`src/rtl/fetch_unit.sv`:
```
`default_nettype none
// ============================================================================
// Module   : fetch_unit
// Purpose  : Instruction fetch stage (PC, memory req/ack, op valid/ready,
//            redirect, ack timeout with retry). Optional: OPCODE_CHECK_EN.
// Revision : 1.0
// ============================================================================
module fetch_unit #(
    parameter logic [7:0] RESET_ADDR  = 8'h00,
    parameter int         ACK_TIMEOUT = 15
) (
    input  logic        clk,
    input  logic        rst,
    output logic        mem_req,
    output logic [7:0]  mem_addr,
    input  logic        mem_ack,
    input  logic [31:0] mem_rdata,
    output logic [31:0] op,
    output logic        op_valid,
    input  logic        op_ready,
    input  logic        redirect,
    input  logic [7:0]  redirect_addr,
    output logic [7:0]  pc,
    output logic        fetch_err,
    output logic        illegal_op
);

    localparam int c_cnt_w = (ACK_TIMEOUT > 1) ? $clog2(ACK_TIMEOUT) : 1;
    localparam logic [c_cnt_w-1:0] c_cnt_last =
        c_cnt_w'((ACK_TIMEOUT > 0) ? ACK_TIMEOUT - 1 : 0);

    typedef enum logic [1:0] {
        IDLE = 2'd0,
        REQ  = 2'd1,
        HOLD = 2'd2
    } state_t;

    state_t               r_state;
    logic [c_cnt_w-1:0]   r_cnt;
    logic                 w_illegal;
    logic                 w_timeout;

`ifdef OPCODE_CHECK_EN
    assign w_illegal = (mem_rdata[31:27] > 5'd15);
`else
    assign w_illegal = 1'b0;
`endif

    assign w_timeout = (ACK_TIMEOUT != 0) && (r_cnt == c_cnt_last);

    always_ff @(posedge clk) begin
        if (rst) begin
            r_state    <= IDLE;
            r_cnt      <= '0;
            pc         <= RESET_ADDR;
            mem_req    <= 1'b0;
            mem_addr   <= RESET_ADDR;
            op         <= 32'h0;
            op_valid   <= 1'b0;
            fetch_err  <= 1'b0;
            illegal_op <= 1'b0;
        end else begin
            fetch_err  <= 1'b0;
            illegal_op <= 1'b0;
            if (redirect) begin
                // Any in-flight ack or timeout in this cycle is dropped.
                pc       <= redirect_addr;
                op_valid <= 1'b0;
                mem_req  <= 1'b0;
                r_cnt    <= '0;
                r_state  <= IDLE;
            end else begin
                case (r_state)
                    IDLE: begin
                        mem_req  <= 1'b1;
                        mem_addr <= pc;
                        r_state  <= REQ;
                    end
                    REQ: begin
                        if (mem_ack) begin
                            op         <= w_illegal ? 32'h0 : mem_rdata;
                            illegal_op <= w_illegal;
                            op_valid   <= 1'b1;
                            pc         <= pc + 8'd1;
                            r_cnt      <= '0;
                            mem_req    <= 1'b0;
                            r_state    <= HOLD;
                        end else if (w_timeout) begin
                            fetch_err <= 1'b1;
                            r_cnt     <= '0;
                            mem_req   <= 1'b0;
                            r_state   <= IDLE;
                        end else begin
                            r_cnt <= r_cnt + 1'b1;
                        end
                    end
                    HOLD: begin
                        if (op_ready) begin
                            op_valid <= 1'b0;
                            mem_req  <= 1'b1;
                            mem_addr <= pc;
                            r_state  <= REQ;
                        end
                    end
                    default: begin
                        mem_req  <= 1'b0;
                        op_valid <= 1'b0;
                        r_state  <= IDLE;
                    end
                endcase
            end
        end
    end

endmodule
`default_nettype wire

```
`config.mk`:
```
export PLATFORM = sky130hd
export DESIGN_NAME = fetch_unit
export DESIGN_NICKNAME = d
export VERILOG_FILES = /design/src/rtl/fetch_unit.sv
export SDC_FILE = /design/constraint.sdc
export NUM_CORES = 1
export LEC_CHECK = 0
export CAP_MARGIN = 40
export CORE_UTILIZATION = 46
export CTS_BUF_LIST = sky130_fd_sc_hd__clkbuf_16
export CTS_CLUSTER_DIAMETER = 60
export DETAILED_ROUTE_END_ITERATION = 8
export PLACE_DENSITY = 0.82
export SLEW_MARGIN = 20
export SYNTH_ARGS = -nofsm -noshare
export SYNTH_HDL_FRONTEND = slang
export SYNTH_SLANG_ARGS = --single-unit
```
`constraint.sdc`:
```
create_clock -name clk -period 2.3 [get_ports clk]
set_input_delay 0.46 -clock clk [delete_from_list [all_inputs] [get_ports clk]]
set_output_delay 0.46 -clock clk [all_outputs]
set_load 0.005 [all_outputs]
```
==> summary.txt <==
OUTCOME
-------------------------------------------------------------------------------------------
Status                                                                            completed

GLOBAL ROUTING
-------------------------------------------------------------------------------------------
Global router's overall resource usage                                               0.2273
Largest net degree at the start of global routing                                        33
GRT Max-Usage Layer                                                                    met2
Overall overflow remaining after global route                                             0
Met3 usage                                                                          0.05149
First-pass GRT wire length                                                          9535 µm
Antenna violations before repair                                                          0
Vias in the first global route                                                         2070
Global Route met1 Usage                                                              0.2783
Met2 track utilization from global routing                                           0.3804

STA
-------------------------------------------------------------------------------------------
Clock Skews                                                                     0.004252 ns
Hold Fails Final Rpt                                                                      0
Unrepaired setup endpoints after global routing                                          no
Final worst-path cycle share                                                         0.7885
Final count of pins violating max slew                                                    0
Worst slew margin relative to its limit                                              0.6321
Final Critical Period                                                              1.814 ns
Slew of the pin with the lowest slew margin                                       0.5507 ns
Final setup fails                                                                         0
Highest achievable clock rate                                                    0.5514 GHz
Setup Total Neg Slack                                                                  0 ns

SYNTHESIS
-------------------------------------------------------------------------------------------
Post-synthesis register bit count                                                        57
Area leader, netlist                                                           sky130_fd_sc_hd__dfxtp_1
Dominant register cell in the synthesized netlist                              sky130_fd_sc_hd__dfxtp_1
Biggest area contributors in the synthesized netlist                           sky130_fd_sc_hd__dfxtp_1 47%, sky130_fd_sc_hd__nand2_1 11%, sky130_fd_sc_hd__a21oi_1 9.5%
Cell count after synthesis                                                              283
Post-synth cell types                                                                    42
Syn Nets                                                                                331
Mean post-synth cell area                                                         8.559 µm²
Fraction of synthesized cell area taken by the top area cell type                    0.4711
Share of async-settable or async-resettable flops after synthesis                         0
Yosys warns                                                                               0
Post-Syn Area                                                                  0.002422 mm²
Sequential cell area fraction in the yosys report                                    0.4711
Post-synth EDFFs                                                                          0

DRT
-------------------------------------------------------------------------------------------
Final Routed Wirelength                                                             6286 µm
First-pass iteration count of the detailed router                                         4
Remaining routing DRC violations                                                          0
Total number of vias                                                                   2349
Drt via density                                                                       5.243
Antenna Nets Post-Route                                                                   0
Final routed wire length divided by cell count                                     14.03 µm
Number of design-rule violations left by the first detailed-router iteration            101

FLOORPLAN
-------------------------------------------------------------------------------------------
Row count                                                                                26
Die ar.                                                                        0.005560 mm²
Die X-Extent                                                                       74.57 µm
Area of the core                                                               0.005075 mm²
Die outline height                                                                 74.57 µm
Top-level port count                                                                     97
Starting utilization of the core area                                                0.4773

CLOCKING
-------------------------------------------------------------------------------------------
H-Tree Level Count                                                                        3
# resized after CTS                                                                       0
Cts bufs inserted                                                                         9
Cell at the root of the clock tree                                             sky130_fd_sc_hd__clkbuf_16
TritonCTS clock tree                                                                    yes
Maximum clock insertion buffer count                                                      2
Buffer count from post-CTS setup fixing                                                   0
Clock sinks                                                                              57
Clock-pin slew on the worst setup and hold paths                                    0.05 ns
CTS hold repair buffers                                                                   0
Clock latency on the worst-skew pair                                                0.31 ns

POWER AND IR DROP
-------------------------------------------------------------------------------------------
Leakage power total                                                             0.001342 µW
Worst-case vdd ir drop                                                            0.5883 mV
Power per Cell Area                                                            748.2 mW/mm²

LAYOUT
-------------------------------------------------------------------------------------------
Fraction of final layout cells with drive strength greater than 1                   0.07937
Total of fill cells in the finished design                                              410
Number of antenna diodes                                                                  0
Final net count                                                                         421
Post-layout utilization of the core                                                  0.7337
Layout Cell Area excl Fill                                                     0.003724 mm²
Area growth from synthesis to layout                                                 53.72%
Fin cells                                                                               448

CRITICAL PATH
-------------------------------------------------------------------------------------------
Bufs and invs on worst path                                                               2
Data required time at the worst endpoint                                            2.51 ns
Nature of the critical path endpoint                                              flip-flop
Logic depth of the worst register-to-register path                                        3
Startpoint types                                                               primary input
Cell Chain, Critical Path                                                      clkdlybuf4s50_1 > buf_4 > nor3b_1 > nand4_1 > a31oi_1
Data arrival time of the worst path                                                 2.03 ns
Crit path kind                                                                 primary input to flip-flop
Crit. path cell count                                                                     5
Family with the most delay on the worst path                                   simple AND/OR/NAND/NOR gates
Slowest-stage cell, CP                                                         sky130_fd_sc_hd__nor3b_1
Critical path fanouts, max                                                               10
Slowest cell delay on critical path                                                 0.48 ns

HOLD PATH
-------------------------------------------------------------------------------------------
Number of stages on the worst hold path                                                   2
Type of the tightest min-delay check                                           flip-flop to flip-flop

PLACED DESIGN
-------------------------------------------------------------------------------------------
Routability congestion estimate                                                      0.8006
Number of placed instances, taps included                                               432
Placed wire-length estimate                                                         4332 µm
Post-DP Area                                                                   0.003390 mm²
Number of buffers added on ports                                                         95

JOB
-------------------------------------------------------------------------------------------
Count of maximum capacitance violations                                                   0

-- sequential cells by signal, indices dropped and copies added (netlist names) --
| signal | cells |
|---|---|
| fetch_err | 1 |
| mem_addr | 8 |
| mem_req | 1 |
| op | 32 |
| op_valid | 1 |
| pc | 8 |
| r_cnt | 4 |
| r_state | 2 |
-- path summary, 6_finish.rpt --
kind	slack (ns)	to	from
max	0.49	r_cnt[3]	mem_ack
min	0.45	op[24]	op[24]
max reg2reg	0.54	r_cnt[3]	r_state[0]
min reg2reg	0.45	op[24]	op[24]
-- metrics by stage --
step / power (µW) / hold slack (ns) / setup slack, ns
after floorplan: 1175 / 0.4527 / 0.8868
after global placement: 1329 / 0.4409 / 0.3005
after detailed placement: 1333 / 0.4468 / 0.2933
after CTS: 2800 / 0.4539 / 0.5067
after global routing: 2870 / 0.4743 / 0.3582
final: 2786 / 0.4523 / 0.4864
-- tightest hold or removal path, stage by stage, from the launching register on --
cell,delay (ns)
sky130_fd_sc_hd__dfxtp_1,0.30
sky130_fd_sc_hd__nand2_1,0.05
sky130_fd_sc_hd__a21oi_1,0.05
-- cells in the final DEF (no fill, tap or decap), drive strengths merged, types with 6 or more instances in the layout --
master,synthesis,final
a21oi,46,46
buf,14,8
clkbuf,9,9
clkdlybuf4s50,0,94
dfxtp,57,57
inv,6,6
nand2,69,69
nor2,11,11
o31ai,8,8
or4b,8,8
-- routing by layer --
| layer | wire length, µm | share of wire |
|---|---|---|
| met1 | 2707 | 0.43 |
| met2 | 3049 | 0.49 |
| met3 | 462 | 0.073 |
| met4 | 66 | 0.010 |
| met5 | 0 | 0 |
-- power by group --
part,internal [µW],total (µW),switching [µW]
logic,159,260,101
clock network,1050,1470,424
registers,1020,1060,34.6
-- cell families after synthesis --
kind of cell	Yosys count	synth area share
adder cells (fa/ha/maj)	3	0.01550
AO/OA/AOI/OAI	72	0.1782
other	1	0.001548
multiplexers	1	0.004132
buffers and inverters	29	0.06353
XOR/XNOR	2	0.007233
AND/OR/NAND/NOR	118	0.2588
flip-flops	57	0.4711
-- synthesized netlist by cell type, types with 2 or more instances --
library cell                n
sky130_fd_sc_hd__ha_1       3
sky130_fd_sc_hd__a311oi_1   4
sky130_fd_sc_hd__nand2_1   69
sky130_fd_sc_hd__or3_1      3
sky130_fd_sc_hd__a21oi_1   46
sky130_fd_sc_hd__o31a_1     2
sky130_fd_sc_hd__a211oi_1   3
sky130_fd_sc_hd__inv_1      6
sky130_fd_sc_hd__or4_1      2
sky130_fd_sc_hd__buf_2     10
sky130_fd_sc_hd__nand4b_1   2
sky130_fd_sc_hd__o31ai_1    8
sky130_fd_sc_hd__or2_2      2
sky130_fd_sc_hd__nand4_1    3
sky130_fd_sc_hd__nor4_1     3
sky130_fd_sc_hd__buf_6      2
sky130_fd_sc_hd__xor2_1     2
sky130_fd_sc_hd__nor2_1    11
sky130_fd_sc_hd__nand3_1    5
sky130_fd_sc_hd__buf_4      2
sky130_fd_sc_hd__o21ai_0    4
sky130_fd_sc_hd__dfxtp_1   57
sky130_fd_sc_hd__or4b_1     8
sky130_fd_sc_hd__clkbuf_1   8
-- layout make-up --
| type | count | area, µm² | area share |
|---|---|---|---|
| clock buffers | 9 | 225.2 | 0.06048 |
| clock inverters | 7 | 108.9 | 0.02923 |
| inverters | 6 | 22.52 | 0.006048 |
| multi-input cells | 197 | 1127 | 0.3028 |
| flip-flops and latches | 57 | 1141 | 0.3065 |
| well taps | 70 | 87.58 | 0.02352 |
| repair buffers | 102 | 1011 | 0.2715 |
Power figures use the tool's default switching activity.
